--- config.mk ---
export PLATFORM = sky130hd
export DESIGN_NAME = clint_timer_flat
export DESIGN_NICKNAME = d
export VERILOG_FILES = /design/src/rtl/clint_timer_if.sv /design/src/rtl/clint_timer.sv /design/src/flat_wrapper.sv
export SDC_FILE = /design/constraint.sdc
export NUM_CORES = 1
export LEC_CHECK = 0
export CAP_MARGIN = 20
export CORE_MARGIN = 2
export CORE_UTILIZATION = 40
export DETAILED_ROUTE_END_ITERATION = 7
export PLACE_DENSITY = 0.66
export SLEW_MARGIN = 25
export SYNTH_ARGS = -nofsm -noshare
export SYNTH_HDL_FRONTEND = slang
export SYNTH_SLANG_ARGS = --single-unit
--- constraint.sdc ---
create_clock -name clk -period 3.49 [get_ports clk]
set_input_delay 0.698 -clock clk [delete_from_list [all_inputs] [get_ports clk]]
set_output_delay 0.698 -clock clk [all_outputs]
set_load 0.005 [all_outputs]
--- src/rtl/clint_timer_if.sv ---
// Register-access handshake between a bus master and the clint_timer block.
// The master drives a read/write request; the slave answers with a one-cycle ready pulse.
interface clint_timer_if;
  logic        i_ren;
  logic        i_wen;
  logic [63:0] i_addr;
  logic [63:0] i_wdata;
  logic [63:0] o_rdata;
  logic        o_ready;

  modport master (output i_ren, i_wen, i_addr, i_wdata, input  o_rdata, o_ready);
  modport slave  (input  i_ren, i_wen, i_addr, i_wdata, output o_rdata, o_ready);
endinterface

--- src/rtl/clint_timer.sv ---
// Machine-mode timer / software-interrupt source feeding the exception unit.
// Optional msip register and software interrupt are enabled by defining CLINT_MSIP_EN.
module clint_timer #(
  parameter logic [63:0] MTIME_ADDR    = 64'h0000_0000_0200_BFF8,
  parameter logic [63:0] MTIMECMP_ADDR = 64'h0000_0000_0200_4000,
  parameter logic [63:0] MSIP_ADDR     = 64'h0000_0000_0200_0000,
  parameter int unsigned PRESCALE      = 1
) (
  input  logic         clk,
  input  logic         rst,
  clint_timer_if.slave bus,
  input  logic         i_commit,
  input  logic         i_mstatus_mie,
  input  logic         i_mie_mtie,
  input  logic         i_mie_msie,
  output logic         o_trap_ena,
  output logic [63:0]  o_trap_cause,
  input  logic         i_trap_done,
  output logic         o_mtip
);
  localparam logic [63:0] CAUSE_TIMER = 64'h8000_0000_0000_0007;
  localparam logic [15:0] PS_LAST     = 16'(PRESCALE - 1);

  typedef enum logic [1:0] {IDLE, FIRE, WAIT_DONE} state_e;

  state_e      state_q;
  logic [63:0] mtime_q, mtime_d;
  logic [63:0] mtimecmp_q, mtimecmp_d;
  logic [63:0] rdata_q, rdata_d;
  logic [63:0] trap_cause_q;
  logic [63:0] rd_val;
  logic [63:0] cause_sel;
  logic [15:0] ps_cnt_q, ps_cnt_d;
  logic        ready_q;
  logic        trap_ena_q;
  logic        req;
  logic        tick;
  logic        hit_mtime;
  logic        hit_mtimecmp;
  logic        pend;

  assign req          = bus.i_ren | bus.i_wen;
  assign hit_mtime    = (bus.i_addr == MTIME_ADDR);
  assign hit_mtimecmp = (bus.i_addr == MTIMECMP_ADDR);
  assign tick         = (ps_cnt_q == PS_LAST);
  assign o_mtip       = (mtime_q >= mtimecmp_q);

`ifdef CLINT_MSIP_EN
  localparam logic [63:0] CAUSE_SW = 64'h8000_0000_0000_0003;

  logic msip_q;
  logic msip_d;
  logic hit_msip;
  logic sw_pend;

  assign hit_msip = (bus.i_addr == MSIP_ADDR);
  assign msip_d   = (bus.i_wen && hit_msip) ? bus.i_wdata[0] : msip_q;
  assign sw_pend  = msip_q & i_mie_msie;
  // Software interrupt wins when both sources are pending at the decision point.
  assign pend      = sw_pend | (o_mtip & i_mie_mtie);
  assign cause_sel = sw_pend ? CAUSE_SW : CAUSE_TIMER;

  always_ff @(posedge clk or negedge rst) begin
    if (!rst) begin
      msip_q <= 1'b0;
    end else begin
      msip_q <= msip_d;
    end
  end
`else
  logic unused_msip;
  assign unused_msip = i_mie_msie ^ (bus.i_addr == MSIP_ADDR);
  assign pend        = o_mtip & i_mie_mtie;
  assign cause_sel   = CAUSE_TIMER;
`endif

  always_comb begin
    rd_val = 64'd0;
    if (hit_mtime) begin
      rd_val = mtime_q;
    end else if (hit_mtimecmp) begin
      rd_val = mtimecmp_q;
`ifdef CLINT_MSIP_EN
    end else if (hit_msip) begin
      rd_val = {63'd0, msip_q};
`endif
    end
  end

  // A software write to mtime overrides a coincident tick and restarts the prescaler.
  always_comb begin
    mtime_d    = mtime_q;
    ps_cnt_d   = ps_cnt_q + 16'd1;
    mtimecmp_d = mtimecmp_q;
    if (bus.i_wen && hit_mtime) begin
      mtime_d  = bus.i_wdata;
      ps_cnt_d = 16'd0;
    end else if (tick) begin
      mtime_d  = mtime_q + 64'd1;
      ps_cnt_d = 16'd0;
    end
    if (bus.i_wen && hit_mtimecmp) begin
      mtimecmp_d = bus.i_wdata;
    end
    rdata_d = bus.i_ren ? rd_val : 64'd0;
  end

  always_ff @(posedge clk or negedge rst) begin
    if (!rst) begin
      mtime_q    <= 64'd0;
      ps_cnt_q   <= 16'd0;
      mtimecmp_q <= '1;
      rdata_q    <= 64'd0;
      ready_q    <= 1'b0;
    end else begin
      mtime_q    <= mtime_d;
      ps_cnt_q   <= ps_cnt_d;
      mtimecmp_q <= mtimecmp_d;
      rdata_q    <= rdata_d;
      ready_q    <= req;
    end
  end

  always_ff @(posedge clk or negedge rst) begin
    if (!rst) begin
      state_q      <= IDLE;
      trap_ena_q   <= 1'b0;
      trap_cause_q <= 64'd0;
    end else begin
      case (state_q)
        IDLE: begin
          if (i_commit && i_mstatus_mie && pend) begin
            state_q      <= FIRE;
            trap_ena_q   <= 1'b1;
            trap_cause_q <= cause_sel;
          end
        end
        FIRE: begin
          state_q    <= WAIT_DONE;
          trap_ena_q <= 1'b0;
        end
        WAIT_DONE: begin
          if (i_trap_done) begin
            state_q      <= IDLE;
            trap_cause_q <= 64'd0;
          end
        end
        default: begin
          state_q    <= IDLE;
          trap_ena_q <= 1'b0;
        end
      endcase
    end
  end

  assign bus.o_rdata  = rdata_q;
  assign bus.o_ready  = ready_q;
  assign o_trap_ena   = trap_ena_q;
  assign o_trap_cause = trap_cause_q;
endmodule

--- src/flat_wrapper.sv ---
// flat-port wrapper written by rule: the top's interface ports become plain ports
module clint_timer_flat 
#(
  parameter logic [63:0] MTIME_ADDR    = 64'h0000_0000_0200_BFF8,
  parameter logic [63:0] MTIMECMP_ADDR = 64'h0000_0000_0200_4000,
  parameter logic [63:0] MSIP_ADDR     = 64'h0000_0000_0200_0000,
  parameter int unsigned PRESCALE      = 1
)
  (clk, rst, i_commit, i_mstatus_mie, i_mie_mtie, i_mie_msie, o_trap_ena, o_trap_cause, i_trap_done, o_mtip, bus_i_ren, bus_i_wen, bus_i_addr, bus_i_wdata, bus_o_rdata, bus_o_ready);
  clint_timer_if bus_i ();
  input  logic clk;
  input  logic rst;
  input  logic i_commit;
  input  logic i_mstatus_mie;
  input  logic i_mie_mtie;
  input  logic i_mie_msie;
  output logic o_trap_ena;
  output logic [63:0] o_trap_cause;
  input  logic i_trap_done;
  output logic o_mtip;
  input wire logic [$bits(bus_i.i_ren)-1:0] bus_i_ren;
  input wire logic [$bits(bus_i.i_wen)-1:0] bus_i_wen;
  input wire logic [$bits(bus_i.i_addr)-1:0] bus_i_addr;
  input wire logic [$bits(bus_i.i_wdata)-1:0] bus_i_wdata;
  output wire logic [$bits(bus_i.o_rdata)-1:0] bus_o_rdata;
  output wire logic [$bits(bus_i.o_ready)-1:0] bus_o_ready;
  assign bus_i.i_ren = bus_i_ren;
  assign bus_i.i_wen = bus_i_wen;
  assign bus_i.i_addr = bus_i_addr;
  assign bus_i.i_wdata = bus_i_wdata;
  assign bus_o_rdata = bus_i.o_rdata;
  assign bus_o_ready = bus_i.o_ready;
  clint_timer #(.MTIME_ADDR(MTIME_ADDR), .MTIMECMP_ADDR(MTIMECMP_ADDR), .MSIP_ADDR(MSIP_ADDR), .PRESCALE(PRESCALE)) u_core (.clk(clk), .rst(rst), .bus(bus_i), .i_commit(i_commit), .i_mstatus_mie(i_mstatus_mie), .i_mie_mtie(i_mie_mtie), .i_mie_msie(i_mie_msie), .o_trap_ena(o_trap_ena), .o_trap_cause(o_trap_cause), .i_trap_done(i_trap_done), .o_mtip(o_mtip));
endmodule
* After elaboration in Yosys (flattened, before gate mapping)
Index checks and enable logic that the tools add are counted.
** Word-level totals
- Bits in registers :: 276
- Input bits :: 137
- Output and inout port bits :: 131
- Word-level logic and storage cells :: 46
** Cells by class
- Add/subtract/negate cells :: 2
- Order comparisons :: 1
- Equal/unequal tests :: 6
- Muxes and demuxes :: 15
- Bitwise logic cells :: 3
- Reductions and logical operators :: 11
** Operator list (count)
- $mux W64 :: 7
- $eq A64 B26 Y1 const B :: 2
- $pmux W64 S2 :: 1
- $add A64 B1 Y64 const B :: 1
- $ge A64 B64 Y1 :: 1
- $mux W16 :: 2
- $add A16 B1 Y16 const B :: 1
- $logic_not A16 Y1 :: 1
- $pmux W2 S3 :: 1
- $logic_and A1 B1 Y1 :: 4
- $mux W2 :: 2
- $reduce_and A2 Y1 :: 2
- $reduce_bool A2 Y1 :: 2
- $reduce_and A3 Y1 :: 1
- $eq A2 B1 Y1 const B :: 1
- $eq A2 B2 Y1 const B :: 1
- $logic_not A2 Y1 :: 1
- $ne A2 B1 Y1 const B :: 1
- $ne A2 B2 Y1 const B :: 1
- $pmux W1 S2 :: 1
- $and A1 B1 Y1 :: 1
- $mux W1 :: 1
- $not A1 Y1 :: 1
- $or A1 B1 Y1 :: 1

* Longest topological paths before layout
- Word-level depth :: 5
- Mapped depth :: 9
- Mapped depth without buffers :: 8

* Worst setup path before layout
No wires, ideal clock.
- Path type :: reg-to-output
- Start point :: reg u_core.mtimecmp_q[2]
- End point :: out o_mtip
- Arrival :: 1.852 ns
- Data required time :: 2.792 ns
- Slack :: 0.940 ns
- Cell stages (with the launch flop) :: 9
- Path buffers :: 0
- Path through :: dfstp_2 > inv_1 > ha_1 > a211o_1 > a31oi_1 > o311a_1 > o211ai_1 > a41oi_1 > nand2_1
** On the way
- Cells in the longest elaborated chain, start to end :: 1
** Ends and longest elaborated chain
- from (decl) :: RTL line clint_timer.sv:28 : logic [63:0] mtimecmp_q, mtimecmp_d;
- from (signal assigned) :: RTL line clint_timer.sv:118 : mtimecmp_q <= mtimecmp_d;
- $ge A64 B64 Y1 :: RTL line clint_timer.sv:46 : assign o_mtip = (mtime_q >= mtimecmp_q);
- to (decl) :: RTL line flat_wrapper.sv:20 : output logic o_mtip;
No other way between the ends.

* Worst setup path after layout
Ends and elaborated chain as after synthesis.

==> metrics <==
Worst path slowest cell=dfstp_2; Reg2Reg Launch Point=u_core.ps_cnt_q[0]$_DFF_PN0_; RSZ-0062 raised after global routing=yes; crit path capture type=output port; Global Route Usage Sum=0.2049; commonest cells after routing, fill and taps aside=clkdlybuf4s50_1 (203), dfrtp_1 (149), nor2_1 (110); row cnt=63; TritonRoute pass-1 iters=4; Setup crit start kind=register; final core utilization=0.5265; Max Buffers Root-to-Sink=3; total core area=29720 sq um; Avg Cell Area, Syn=9.881 sq um; Die ar.=31670 sq um; crit path DAT=2.74 ns; mux cell area share after synthesis=0.05954; TritonCTS buffer count=25; Synth Area in Simple Gates=0.1880; Final Max Slew Viols=0; worst-skew pair later-pin latency=0.53 ns; Ys Warns=0; fill count=2697; Mapped Area=12100 sq um; Area Growth Syn to Fin=29.26%; Reg clk slew, reported paths=0.06 ns; asr flop ratio synth=1.000; largest net degree at the start of global routing=82; compound-cell area share of the yosys netlist=0.1031; P_leak=6.379 nW; Slew @ Worst Pin=0.8865 ns; Vias=9707; worst-path fanout max=2; post-synthesis cell type count=57; fmax=290.8 MHz; io pins=268; Worst IR Drop VDD=342.5 uV; Setup Slack @ Placement=0.1166 ns; via/cell ratio=5.241; # DRC=0; worst path bufs/invs=3; largest family of logic cells by synthesized area=simple AND/OR/NAND/NOR gates; Slew HR=0.4068; clock skew=0.02827 ns; synthesized instance count=1225; top area cells in the synthesized netlist=dfrtp_1 (31%), dfstp_2 (14%), ha_1 (6.9%); XOR/XNOR share of the synthesized area=0.05210; worst hold path class=input pin to async pin; CP delay by family, top=compound AO/OA/AOI/OAI gates; vias in the first global route=9919; #FFs+latches synth=213; number of H-tree levels=1; Final Net Count=1646; Final Hold Viols=0; total chip power=0.005724 W; Die H=178.0 um; clock root cell=clkbuf_16; initial antenna violation count=1; fin crit share=0.9854; Reg2Reg Setup Slack=0.63 ns; DPL Wire Length=22.32 mm; worst r2r dst=u_core.mtime_q[63]$_DFFE_PN0P_; Max Cap Viol=0; Critical Path, Cell by Cell=inv_1 > ha_4 > a211o_1 > a31oi_1 > o311a_1 > o211ai_1 > a41oi_2 > buf_6 > nand2_2 > buf_2; Post-synth EDFFs=0; Synth Area in Adders=0.06926; Iter 0 DRT Violations=545; cell area power density=365.8 nW/um^2; Initial Util=0.4073; post-synth top area share=0.3080; setup violators final=0; Reg2Reg Depth=8; WS Path Type=register to output port; I/O Buffers=206; CP required=2.79 ns; gp weighted congestion=0.8229; CTS sink count=213; drt total wl=32.80 mm; fin worst setup slack=0.05103 ns; Synth Flop Type=dfrtp_1; crit path time final=3.439 ns; status=completed; DIE WIDTH=178.0 um; Seq/Total Area, Yosys=0.4470; first-pass GRT wire length=51.76 mm; CTS tree=done; WL/cell=17.71 um; cell type with the highest aggregate area in the netlist=dfrtp_1; layout cell share with drive strength beyond 1=0.1821; most common cell after layout, fill and taps aside=clkdlybuf4s50_1; total congestion overflow=0; remaining antenna violation count=0; slowest stage delay, CP=0.53 ns
[repair_timing]
| action | CTS | global route |
|---|---|---|
| setup endpoints to repair | 1 | 1 |
| setup buffers | 2 | 1 |
| gates resized for setup | 10 | 21 |
| hold buffers | 0 | 0 |
| pin swaps | 8 | 11 |
[registers in the layout, summed over array words and instances (netlist names)]
| signal | count |
|---|---|
| u_core.o_trap_ena | 1 |
| u_core.mtime_q | 64 |
| u_core.state_q | 2 |
| u_core.o_trap_cause | 1 |
| u_core.bus.o_ready | 1 |
| u_core.ps_cnt_q | 16 |
| u_core.mtimecmp_q | 64 |
| u_core.bus.o_rdata | 64 |
[layer usage]
metal,wire length (um),global-route usage,up-vias
met3,1586,0.02935,59
met1,14420,0.2691,4729
met5,0,0,-
met4,892,0.06660,0
li1,-,-,4643
met2,15910,0.3474,276
[synthesized netlist by cell type (3+ instances only)]
library cell and instances:
nor3_1 18, and2_1 4, a211oi_1 6, nor4_1 39, and3_1 12, buf_4 63, buf_1 5, or4_4 3
a31oi_1 5, or2_2 3, clkbuf_1 42, inv_1 80, xor2_1 28, nor4_2 4, ha_1 67, mux2_2 64
o21ai_0 13, nand2_1 46, o211ai_1 6, nor2b_1 66, and4_1 3, nand3_1 36, nand4_1 50, nor2_1 111
a21oi_1 86, nor3_2 4, dfrtp_1 149, dfstp_2 64, a22oi_1 65, xnor2_1 44
[final cells by class]
cell class                 instances  area [sq um]  area share
inverter                          80         300.3     0.01919
multi-input combinational        878          6111      0.3906
antenna                            1         2.502   0.0001599
clock inverter                    13         201.4     0.01287
tap                              390         488.0     0.03119
clock buffer                      33         735.7     0.04702
sequential                       213          5410      0.3458
timing repair buffer             244          2397      0.1532
[stage by stage]
step	instance area, sq um	hold WS [ns]	setup TNS [ns]	std cells
floorplan	12330	0.4024	0	1284
global placement	14520	0.5074	0	1802
detailed placement	14520	0.5137	0	1802
CTS	15510	0.2031	0	1850
global route	15650	0.2317	-0.07794	1852
finish	15650	0.1720	0	1852
[how the worst max path moves through the flow]
stage / cells past startpoint / from / end
floorplan: 8 / u_core.mtimecmp_q[2]$_DFFE_PN1P_ / o_mtip
global placement: 11 / u_core.mtimecmp_q[57]$_DFFE_PN1P_ / o_mtip
detailed placement: 11 / u_core.mtimecmp_q[57]$_DFFE_PN1P_ / o_mtip
CTS: 10 / u_core.mtimecmp_q[2]$_DFFE_PN1P_ / o_mtip
global route: 11 / u_core.mtimecmp_q[50]$_DFFE_PN1P_ / o_mtip
finish: 10 / u_core.mtimecmp_q[2]$_DFFE_PN1P_ / o_mtip
[kinds of logic (layout without fill, tap and decap cells)]
group	Yosys count	after routing
adders and majority gates	67	67
DFF	213	213
other	1	61
buffers and inverters	193	370
muxes	64	64
AOI/OAI and AO/OA	197	197
xor gates and xnor gates	72	72
and+or+nand+nor	418	418
[worst register-to-register path, delay by kind of cell, from the launching register on]
kind	cells	cell delay, ns
xor+xnor	1	0.16
flops	1	0.44
fa+ha+maj	1	0.17
compound gates	1	0.08
simple gates	4	1.80
buf+inv	1	0.09
[where the power goes]
group / internal, W / switching, W / total, W
registers: 0.00248 / 0.00000662 / 0.00249
clock network: 0.00185 / 0.00106 / 0.00291
logic: 0.000185 / 0.000139 / 0.000324
total: 0.00452 / 0.00121 / 0.00572
Power figures use the tool's default switching activity.
